File: config.mk
export PLATFORM = sky130hd
export DESIGN_NAME = serial_sub
export DESIGN_NICKNAME = d
export VERILOG_FILES = /design/src/rtl/serial_sub.sv
export SDC_FILE = /design/constraint.sdc
export NUM_CORES = 1
export LEC_CHECK = 0
export BUFFER_PORTS_ARGS = -buffer_cell sky130_fd_sc_hd__buf_2
export CAP_MARGIN = 20
export CORE_UTILIZATION = 30
export CTS_CLUSTER_SIZE = 25
export DETAILED_ROUTE_END_ITERATION = 7
export REMOVE_ABC_BUFFERS = 1
export SLEW_MARGIN = 20
export SYNTH_ARGS = -nofsm -noshare
export SYNTH_HDL_FRONTEND = slang
export SYNTH_SLANG_ARGS = --single-unit
File: constraint.sdc
create_clock -name clk -period 2.58 [get_ports clk]
set_input_delay 0.258 -clock clk [delete_from_list [all_inputs] [get_ports clk]]
set_output_delay 0.258 -clock clk [all_outputs]
set_load 0.02 [all_outputs]
File: src/rtl/serial_sub.sv
// serial_sub: bit-serial subtractor, diff = a - b - bin over WIDTH cycles, LSB first
//
// One full-subtractor cell and a registered borrow. The operands are loaded
// through a start/ready handshake. A one-cycle done pulse marks the parallel result.
//
// Optional feature macro: SERIAL_SUB_OVF_EN (adds ovf_o, the signed overflow flag)
//
// Ports:
//   clk      system clock, rising edge
//   rst_n    asynchronous active-low reset
//   start_i  request, sampled only while ready_o=1
//   a_i      minuend, captured on the accepting edge
//   b_i      subtrahend, captured on the accepting edge
//   bin_i    borrow-in, captured on the accepting edge
//   ready_o  idle, start will be accepted
//   done_o   one-cycle pulse, result outputs valid
//   diff_o   a - b - bin modulo 2^WIDTH
//   bout_o   borrow-out, 1 iff a < b + bin (unsigned)
//   zero_o   1 iff diff_o == 0
//   ovf_o    signed overflow (only with SERIAL_SUB_OVF_EN)
module serial_sub #(
    parameter int WIDTH = 16
) (
    input  logic             clk,
    input  logic             rst_n,
    input  logic             start_i,
    input  logic [WIDTH-1:0] a_i,
    input  logic [WIDTH-1:0] b_i,
    input  logic             bin_i,
    output logic             ready_o,
    output logic             done_o,
    output logic [WIDTH-1:0] diff_o,
    output logic             bout_o,
    output logic             zero_o
`ifdef SERIAL_SUB_OVF_EN
    ,
    output logic             ovf_o
`endif
);
    localparam int CW = $clog2(WIDTH);

    typedef enum logic [1:0] {IDLE, RUN, DONE} state_t;

    state_t           state_q;
    logic [WIDTH-1:0] a_q, b_q, r_q, diff_q;
    logic [CW-1:0]    cnt_q;
    logic             br_q, ready_q, done_q, bout_q, zero_q;
    logic             bit_d, br_d;
    logic [WIDTH-1:0] res_d;

    // full-subtractor cell; the new bit enters at the MSB so the LSB lands at bit 0 after WIDTH shifts
    assign bit_d = a_q[0] ^ b_q[0] ^ br_q;
    assign br_d  = (~a_q[0] & b_q[0]) | (~(a_q[0] ^ b_q[0]) & br_q);
    assign res_d = {bit_d, r_q[WIDTH-1:1]};

`ifdef SERIAL_SUB_OVF_EN
    logic a_msb_q, b_msb_q, ovf_q;
    assign ovf_o = ovf_q;
`endif

    always_ff @(posedge clk or negedge rst_n) begin
        if (!rst_n) begin
            state_q <= IDLE;
            a_q     <= '0;
            b_q     <= '0;
            r_q     <= '0;
            br_q    <= 1'b0;
            cnt_q   <= '0;
            ready_q <= 1'b1;
            done_q  <= 1'b0;
            diff_q  <= '0;
            bout_q  <= 1'b0;
            zero_q  <= 1'b0;
`ifdef SERIAL_SUB_OVF_EN
            a_msb_q <= 1'b0;
            b_msb_q <= 1'b0;
            ovf_q   <= 1'b0;
`endif
        end else begin
            done_q <= 1'b0;
            case (state_q)
                IDLE: begin
                    if (start_i) begin
                        a_q     <= a_i;
                        b_q     <= b_i;
                        br_q    <= bin_i;
                        r_q     <= '0;
                        cnt_q   <= '0;
                        ready_q <= 1'b0;
                        state_q <= RUN;
`ifdef SERIAL_SUB_OVF_EN
                        a_msb_q <= a_i[WIDTH-1];
                        b_msb_q <= b_i[WIDTH-1];
`endif
                    end
                end
                RUN: begin
                    a_q   <= a_q >> 1;
                    b_q   <= b_q >> 1;
                    br_q  <= br_d;
                    r_q   <= res_d;
                    cnt_q <= cnt_q + 1'b1;
                    if (cnt_q == CW'(WIDTH - 1)) begin
                        diff_q  <= res_d;
                        bout_q  <= br_d;
                        zero_q  <= (res_d == '0);
                        done_q  <= 1'b1;
                        state_q <= DONE;
`ifdef SERIAL_SUB_OVF_EN
                        ovf_q   <= (a_msb_q != b_msb_q) && (bit_d != a_msb_q);
`endif
                    end
                end
                DONE: begin
                    ready_q <= 1'b1;
                    state_q <= IDLE;
                end
                default: state_q <= IDLE;
            endcase
        end
    end

    assign ready_o = ready_q;
    assign done_o  = done_q;
    assign diff_o  = diff_q;
    assign bout_o  = bout_q;
    assign zero_o  = zero_q;
endmodule
==> qor.yml, run 1 <==
yosys:
  synth_edf_count: 0
  ys_seq_area_share_pct: 57.7
  post_synth_main_area_contributors: "dfrtp_1 57%, a22oi_1 14%, o21ai_0 5.9%"
  synth_warnings: 0
  synth-main-ff-cell: "dfrtp_1"
  synth-async-reset-ratio_pct: 100
  ys_seq_elements: 74
  ys_types: 32
  syn_inst: 264
  synth.top_cell.area_share_pct: 56.9
  netlist_top_cells_count: "73 x dfrtp_1, 61 x a22oi_1, 38 x o21ai_0"
  synth_area_per_cell_sq_um: 12.2
  syn_area_sq_um: 3210
  synth.most_common_cell: "dfrtp_1"
  yosysTopAreaCell: "dfrtp_1"
floorplan:
  core-area_sq_um: 10400
  initial_utilization_pct: 30.9
  die-area_sq_um: 11100
  die_y_um: 105
  num_io_pins: 56
  std_cell_rows: 37
  die_w_um: 105
worst_setup_path:
  r2r-end: "diff_o[7]"
  critPathMaxFanout: 19
  critPathTopFamily: "simple AND/OR/NAND/NOR gates"
  r2r_setup_slack_ps: 910
  criticalPathCategory: "reg2reg"
  end_kind: "register"
  critPathSlowestCell: "dfrtp_1"
  rr_startpoint: "state_q[1]"
  required_ps: 2800
  reg2reg_depth: 3
  crit_path_start_kind: "register"
  worstPathCellList: "nor2b_4, and4_4, mux2_2"
  crit_arrival_ps: 1890
  critPathMaxStageDelay_ps: 550
  critPathBufInv: 0
power_and_ir_drop:
  power.share.clock_pct: 20.3
  leakagePower_nw: 1.74
  power.internal_mw: 2.74
  p_comb_share_pct: 34.0
  power.total_mw: 4.30
  ir_drop_v: 0.000420
  p_sw_share_pct: 36.2
  seq_power_share_pct: 45.7
  p_switching_mw: 1.56
  p_per_area_nw_per_um2: 1130
sta:
  fmax_ghz: 0.600
  grt_setup_unrepaired: "false"
  finalCritPeriodShare_pct: 64.6
  setup_violations: 0
  tightest_slew_ps: 938
  final_max_slew_viol_count: 0
  period_minus_slack_ps: 1670
  max-slew-margin-rel_pct: 37.5
  final_hold_viol_count: 0
  skew_ps: 8.09
global_routing:
  grtUsageTotal_pct: 13.7
  antenna_found_initial: 0
  grt_pass1_vias: 2305
  grt_pass1_wl_um: 11900
  grt.overflow.total: 0
  grt_max_degree: 75
run_status:
  outcome: "complete, no violations"
clocking:
  post_cts_resized: 0
  cts_setup_buffers: 0
  cts_sinks: 74
  cts_buffer_depth: 2
  clkTransAtPathRegs_ps: 80
  cts_inserted_buffers: 9
  cts-root-buf: "clkbuf_8"
  insertion_delay_ps: 340
  cts-htree-levels: 3
  cts_tree: "done"
  hold_buffers: 0
drt:
  via_per_inst: 5.18
  route.detailed.drc: 0
  drt_first_iter_violations: 132
  vias: 2343
  drt_pre_antenna_iters: 4
  drt_wl_total_um: 7000
  ant_nets: 0
  wl_per_cell_um: 15.5
worst_hold_path:
  holdCritPathClass: "in2async"
place:
  placed_cells: 437
  gp_congestion: 0.696
  hpwl_um: 4420
  port_buffers: 55
layout:
  diodes: 0
  layout-drive-gt1-share_pct: 30.4
  fin_nets: 350
  layoutNonFillerInstCount: 452
  area_delta_synth_final_pct: 18.1
  fillers: 1054
run:
  drv_cap: 0
## metrics by stage
step	utilization (%)	cell area, sq um	setup WS (ps)	hold WS (ps)	setup TNS (ps)
2_1_floorplan	-	3090	-300	-37.6	-4740
3_3_place_gp	34.7	3600	959	450	0
3_5_place_dp	34.7	3600	919	461	0
4_1_cts	36.6	3790	915	75.1	0
5_1_grt	36.6	3790	802	106	0
6_report	36.6	3790	914	34.2	0
## power by group through the flow
stage	registers (mW)	logic, mW	clock network [mW]
6_report	1.97	1.46	0.874
5_1_grt	2.03	1.63	0.961
4_1_cts	1.97	1.48	0.911
3_5_place_dp	1.99	1.48	0
3_3_place_gp	1.98	1.44	0
2_1_floorplan	2.08	0.859	0
## worst max-delay path by stage
stage	from	endpoint	slack, ps	depth (start not counted)
2_1_floorplan	state_q[0]	diff_o[0]	-300	3
3_3_place_gp	state_q[1]	diff_o[7]	960	3
3_5_place_dp	state_q[1]	diff_o[0]	920	3
4_1_cts	state_q[1]	diff_o[7]	910	3
5_1_grt	state_q[1]	b_q[6]	800	4
6_report	state_q[1]	diff_o[7]	910	3
## layout make-up
type	instances	area, sq um	share of cell area [%]
tap	136	170	4.49
inverter	6	22.5	0.594
clock buffer	10	138	3.63
multi-input combinational	160	1220	32.1
clock inverter	5	55.1	1.45
timing repair buffer	61	335	8.84
sequential	74	1850	48.9
## cell usage in the layout (no fill, tap or decap), drive strengths merged, types with 2 or more instances in the layout
master | synthesis | final
a22o | 17 | 17
a22oi | 61 | 61
and4 | 2 | 2
buf | 10 | 61
clkbuf | 14 | 10
clkinv | 0 | 2
clkinvlp | 0 | 2
dfrtp | 73 | 73
inv | 6 | 6
mux2 | 17 | 17
mux2i | 2 | 2
nand2 | 5 | 5
nor2b | 2 | 2
nor4 | 4 | 4
o21ai | 38 | 38
## flip-flops by register name (all words and copies together) (netlist names)
signal	count
diff_o	16
b_q	16
zero_o	1
done_o	1
ready_o	1
state_q	2
r_q	15
bout_o	1
a_q	16
cnt_q	4
br_q	1
## logic make-up after synthesis
logic type               Yosys count  share of synthesized area, %
AO/OA/AOI/OAI                    120                          25.8
adder cells (fa/ha/maj)            2                          1.01
buffers and inverters             30                          4.56
flip-flops                        74                          57.7
multiplexers                      19                          7.29
AND/OR/NAND/NOR                   19                          3.63
## layer usage
metal | part of all wire [%] | up-vias | wire, um | GRT usage, %
met1 | 47 | 1154 | 3270 | 18.4
met3 | 5.6 | 2 | 393 | 4.64
met4 | 0.51 | 0 | 36 | 4.23
li1 | - | 1111 | - | -
met5 | 0 | - | 0 | 0
met2 | 47 | 76 | 3310 | 20.7
(Power assumes the default switching activity.)
==> run 2: changes to the inputs <==
clock period = 1.6 ns   (was 2.58 ns; I/O delays follow)
==> run 2 against run 1 <==
  * Fmax grew 12%
  * Clock power rose by 51%
  * Register-to-register slack got worse by 800 ps
  * Setup slack got worse by 800 ps
  * Sequential power grew 61%
  * Worst hold slack gained 75 ps
  * Largest cell class unchanged
  * Largest power group unchanged
==> qor.yml, run 2 (synthesis results as in run 1) <==
drt:
  ant_nets: 0  # unchanged
  drt_pre_antenna_iters: 4  # unchanged
  vias: 2373  # +1.3%
  wl_per_cell_um: 15.4  # -0.71%
  route.detailed.drc: 0  # unchanged
  drt_first_iter_violations: 142  # +7.6%
  via_per_inst: 5.16  # -0.48%
  drt_wl_total_um: 7080  # +1.0%
clocking:
  cts_inserted_buffers: 9  # unchanged
  cts_sinks: 74  # unchanged
  cts_buffer_depth: 2  # unchanged
  cts-root-buf: "clkbuf_8"
  cts_tree: "done"
  cts-htree-levels: 3  # unchanged
  clkTransAtPathRegs_ps: 80  # about the same
  insertion_delay_ps: 340  # about the same
power_and_ir_drop:
  p_sw_share_pct: 37.4  # +1.2 points
  power.share.clock_pct: 19.0  # -1.3 points
  leakagePower_nw: 1.78  # +2.1%
  p_switching_mw: 2.59  # +66%
  p_comb_share_pct: 35.1  # +1.1 points
  p_per_area_nw_per_um2: 1790  # +58%
  seq_power_share_pct: 45.9  # +0.2 points
  ir_drop_v: 0.000584  # +39%
  power.internal_mw: 4.34  # +58%
  power.total_mw: 6.93  # +61%
sta:
  final_max_slew_viol_count: 0  # unchanged
  period_minus_slack_ps: 1490  # -179 ps
  tightest_slew_ps: 502  # -436 ps
  fmax_ghz: 0.672  # +12%
  setup_violations: 0  # unchanged
  fin_setup_tns_ps: 0  # unchanged
  finalCritPeriodShare_pct: 93.0  # +28 points
  skew_ps: 13.6  # +5.56 ps
  grt_setup_unrepaired: "true"
  whs_ps: 109  # +75.2 ps
  final_hold_viol_count: 0  # unchanged
  max-slew-margin-rel_pct: 66.5  # +29 points
layout:
  fillers: 1036  # -1.7%
  area_delta_synth_final_pct: 20.5
  final_cell_mix: "73 x dfrtp_1, 61 x a22oi_1, 54 x buf_2"
  fin_nets: 357  # +2.0%
  layout_commonest_cell: "dfrtp_1"
  layoutNonFillerInstCount: 460  # +1.8%
  diodes: 0  # unchanged
  layout-drive-gt1-share_pct: 32.4  # +2.0 points
floorplan:
  num_io_pins: 56  # unchanged
  die-area_sq_um: 11100  # unchanged
  die_w_um: 105  # unchanged
  core-area_sq_um: 10400  # unchanged
  die_y_um: 105  # unchanged
  std_cell_rows: 37  # unchanged
  initial_utilization_pct: 30.9  # unchanged
worst_setup_path:
  required_ps: 1830  # -970 ps
  crit_arrival_ps: 1710  # -180 ps
  cp-startpoint: "cnt_q[0]"
  rr_startpoint: "cnt_q[0]"
  crit_path_start_kind: "register"
  critPathMaxStageDelay_ps: 430  # -120 ps
  end_kind: "register"
  critPathMaxFanout: 19  # unchanged
  critPathSlowestCell: "and4_4"
  worstPathCellList: "ha_1, and4_4, mux2_2"
  reg2reg_depth: 3  # unchanged
  criticalPathCategory: "reg2reg"
worst_hold_path:
  hp-start: "b_i[10]"
  holdCritPathClass: "in2reg"
  holdPathStages: 3
run_status:
  outcome: "complete, no violations"
global_routing:
  grt.overflow.total: 0  # unchanged
  grtUsageTotal_pct: 13.8  # +0.10 points
  grt_max_degree: 48  # -36%
  grt_pass1_vias: 2346  # +1.8%
  grt_pass1_wl_um: 12000  # +1.2%
  antenna_found_initial: 0  # unchanged
place:
  gp_congestion: 0.692  # -0.60%
  port_buffers: 55  # unchanged
  hpwl_um: 4590  # +3.9%
  placed_cells: 443  # +1.4%
run:
  drv_cap: 0  # unchanged
## run 2: final timing paths
kind	endpoint	slack [ps]
setup / recovery	diff_o[6]	110
hold / removal	b_q[10]	110
setup reg to reg	diff_o[6]	110
hold reg to reg	diff_o[14]	490
max in group asynchronous	ready_o	850
min in group asynchronous	diff_o[2]	170
## run 2: repair_timing
item	in CTS	in global routing
resized for setup	0	3
setup buffers	0	0
endpoints found under the hold margin	73	0
hold buffers	1	0
endpoints found under the setup margin	0	2
## run 2: area by class of cell
cell class	instances	area [sq um]	area share [%]
Clock buffer	10	138	3.56
Multi-Input combinational cell	160	1220	31.6
Tap cell	136	170	4.40
Clock inverter	6	41.3	1.07
Sequential cell	74	1850	47.9
Timing Repair Buffer	68	419	10.8
Inverter	6	22.5	0.582
## run 2: power by group through the flow
| stage | logic, mW | clock network (mW) | registers (mW) |
|---|---|---|---|
| 2_1_floorplan | 1.38 | 0 | 3.35 |
| 3_3_place_gp | 2.38 | 0 | 3.17 |
| 3_5_place_dp | 2.44 | 0 | 3.20 |
| 4_1_cts | 2.45 | 1.36 | 3.16 |
| 5_1_grt | 2.73 | 1.45 | 3.27 |
| 6_report | 2.43 | 1.32 | 3.18 |
## run 2: layer usage
| layer | global-route usage, % | share of wire (%) | vias up |
|---|---|---|---|
| met3 | 4.02 | 4.4 | 7 |
| li1 | - | - | 1122 |
| met2 | 21.3 | 48 | 62 |
| met5 | 0 | 0 | - |
| met1 | 18.5 | 46 | 1182 |
| met4 | 4.53 | 1.1 | 0 |
## run 2: worst max-delay path: cells and delay by family, from the launching register on
kind                     cells  cell delay (ps)
AND/OR/NAND/NOR              1              430
flip-flops                   1              390
adder cells (fa/ha/maj)      1              180
multiplexers                 1              380
## run 2: through the flow
step	utilization [%]	setup slack [ps]	instance area, sq um
after floorplan	-	-1280	3090
after global placement	35.4	140	3670
after detailed placement	35.4	75.4	3670
after CTS	37.2	59.0	3860
after global routing	37.3	-23.0	3870
final	37.3	113	3870
==> run 3: changes to the inputs <==
ABC_AREA = 1   (was default)
==> run 3 against run 2 <==
  * Non-clock buffer count fell by 4
  * Largest cell class unchanged
  * Setup slack better by 45 ps
  * Global-route usage shrank 1.2 points
==> qor.yml, run 3 <==
yosys:
  synth_area_per_cell_sq_um: 9.32  # -23%
  synth-async-reset-ratio_pct: 100  # unchanged
  netlist_top_cells_count: "131 x nand2_1, 73 x dfrtp_1, 32 x nand3_1"
  yosysTopAreaCell: "dfrtp_1"
  post_synth_main_area_contributors: "dfrtp_1 58%, nand2_1 16%, nand3_1 5.1%"
  ys_seq_elements: 74  # unchanged
  synth.top_cell.area_share_pct: 58.3  # +1.4 points
  syn_area_sq_um: 3130  # -2.4%
  synth_edf_count: 0  # unchanged
  ys_types: 25  # -22%
  syn_inst: 336  # +27%
  synth-main-ff-cell: "dfrtp_1"
  synth_warnings: 0  # unchanged
  ys_seq_area_share_pct: 59.1  # +1.4 points
  synth.most_common_cell: "nand2_1"
sta:
  max-slew-margin-rel_pct: 63.6  # -2.9 points
  period_minus_slack_ps: 1440  # -45.2 ps
  final_hold_viol_count: 0  # unchanged
  fmax_ghz: 0.693  # +3.1%
  tightest_slew_ps: 546  # +43.7 ps
  final_max_slew_viol_count: 0  # unchanged
  finalCritPeriodShare_pct: 90.1  # -2.8 points
  setup_violations: 0  # unchanged
  skew_ps: 7.44  # -6.20 ps
  fin_setup_tns_ps: 0  # unchanged
  grt_setup_unrepaired: "false"
  whs_ps: 30.9  # -78.5 ps
global_routing:
  grtUsageTotal_pct: 12.6  # -1.2 points
  grt_pass1_vias: 2266  # -3.4%
  grt_max_degree: 41  # -15%
  grt.overflow.total: 0  # unchanged
  antenna_found_initial: 0  # unchanged
  grt_pass1_wl_um: 11000  # -8.9%
power_and_ir_drop:
  leakagePower_nw: 1.89  # +6.3%
  p_per_area_nw_per_um2: 1920  # +7.1%
  p_sw_share_pct: 37.0  # -0.32 points
  p_comb_share_pct: 34.9  # -0.2 points
  power.internal_mw: 4.61  # +6.3%
  p_switching_mw: 2.71  # +4.9%
  power.total_mw: 7.33  # +5.8%
  ir_drop_v: 0.000748  # +28%
  power.share.clock_pct: 22.9  # +3.9 points
  seq_power_share_pct: 42.2  # -3.7 points
worst_hold_path:
  holdCritPathClass: "in2reg"
worst_setup_path:
  critPathSlowestCell: "fa_1"
  crit_end: "zero_o"
  end_kind: "register"
  crit_arrival_ps: 1730  # +20 ps
  critPathBufInv: 0  # unchanged
  crit_path_start_kind: "register"
  rr_startpoint: "a_q[0]"
  worstPathCellList: "fa_1, nor2_1, nand2_1, nor2_1, nand3_1, nand2_1"
  critPathMaxFanout: 3  # -16
  critPathMaxStageDelay_ps: 530  # +100 ps
  cp-startpoint: "a_q[0]"
  criticalPathCategory: "reg2reg"
  reg2reg_depth: 6  # +3
  critPathTopFamily: "adder cells"
  r2r_setup_slack_ps: 160  # +50 ps
  required_ps: 1890  # +60 ps
  r2r-end: "zero_o"
  path_depth: 6  # +3
floorplan:
  core-area_sq_um: 9950  # -4.0%
  initial_utilization_pct: 31.5  # +0.52 points
  die_w_um: 104  # -1.2%
  die-area_sq_um: 10900  # -2.3%
  die_y_um: 104  # -1.2%
  std_cell_rows: 36  # -2.7%
  num_io_pins: 56  # unchanged
place:
  placed_cells: 515  # +16%
  gp_congestion: 0.677  # -2.2%
  port_buffers: 55  # unchanged
  hpwl_um: 4330  # -5.8%
layout:
  area_delta_synth_final_pct: 21.9
  layout-drive-gt1-share_pct: 26.2  # -6.2 points
  regArea_sq_um: 1850  # unchanged
  diodes: 0  # unchanged
  fin_nets: 434  # +22%
  fillers: 1009  # -2.6%
  layout_commonest_cell: "nand2_1"
  layoutNonFillerInstCount: 534  # +16%
  final_cell_mix: "131 x nand2_1, 73 x dfrtp_1, 54 x buf_2"
  multi_input_area_sq_um: 1080  # -12%
drt:
  drt_wl_total_um: 6350  # -10%
  via_per_inst: 4.46  # -14%
  drt_first_iter_violations: 107  # -25%
  route.detailed.drc: 0  # unchanged
  vias: 2381  # +0.34%
  drt_pre_antenna_iters: 4  # unchanged
  ant_nets: 0  # unchanged
  wl_per_cell_um: 11.9  # -23%
clocking:
  clkTransAtPathRegs_ps: 80  # about the same
  cts_buffer_depth: 2  # unchanged
  post_cts_resized: 0  # unchanged
  hold_buffers: 3  # +2
  cts-root-buf: "clkbuf_8"
  cts_setup_buffers: 0  # unchanged
  cts-htree-levels: 3  # unchanged
  insertion_delay_ps: 340  # about the same
  cts_tree: "done"
  cts_inserted_buffers: 9  # unchanged
  cts_sinks: 74  # unchanged
run_status:
  outcome: "complete, no violations"
run:
  drv_cap: 0  # unchanged
run 3: cells by family after synthesis:
group / count (synthesis) / share of synthesized area, %
simple gates: 185 / 24.9
xor+xnor: 1 / 0.280
flops: 74 / 59.1
compound gates: 36 / 8.23
buf+inv: 38 / 6.43
fa+ha+maj: 2 / 1.04
run 3: worst min-delay path by stage:
| stage | from | to | slack [ps] | cells past startpoint |
|---|---|---|---|---|
| 2_1_floorplan | rst_n | a_q[0] | -140 | 0 |
| 3_3_place_gp | rst_n | diff_o[11] | 180 | 1 |
| 3_5_place_dp | rst_n | diff_o[11] | 180 | 1 |
| 4_1_cts | b_i[14] | b_q[14] | 10 | 3 |
| 5_1_grt | b_i[14] | b_q[14] | 20 | 3 |
| 6_report | b_i[13] | b_q[13] | 30 | 3 |
run 3: final cells by class:
cell class | count | share of cell area, %
Clock inverter | 4 | 1.90
Inverter | 23 | 2.46
Multi-Input combinational cell | 224 | 28.2
Sequential cell | 74 | 48.5
Tap cell | 133 | 4.36
Clock buffer | 12 | 4.32
Timing Repair Buffer | 64 | 10.2
run 3: power groups by stage:
| stage | Clock [mW] | Sequential, mW | Combinational [mW] |
|---|---|---|---|
| floorplan | 0 | 3.34 | 1.54 |
| global placement | 0 | 3.10 | 2.53 |
| detailed placement | 0 | 3.13 | 2.60 |
| CTS | 1.74 | 3.10 | 2.61 |
| global route | 1.83 | 3.19 | 2.87 |
| finish | 1.68 | 3.09 | 2.55 |
run 3: layer usage:
metal  track usage, %  part of all wire, %  vias up
met4             3.67                 0.49        0
li1                 -                    -     1189
met5                0                    0        -
met1             17.0                   47     1112
met3             4.57                  6.2        4
met2             18.9                   47       76
run 3: metrics by stage:
stage / cell area (sq um) / worst slack, ps / utilization [%]
floorplan: 3030 / 86.0 / -
global placement: 3550 / 192 / 35.7
detailed placement: 3550 / 164 / 35.7
CTS: 3820 / 145 / 38.4
global route: 3820 / 69.5 / 38.4
finish: 3820 / 158 / 38.4
run 3: worst min-delay path, cell delays in order:
cell and delay (ps):
buf_2 70, nand2_1 40, nand3_1 70
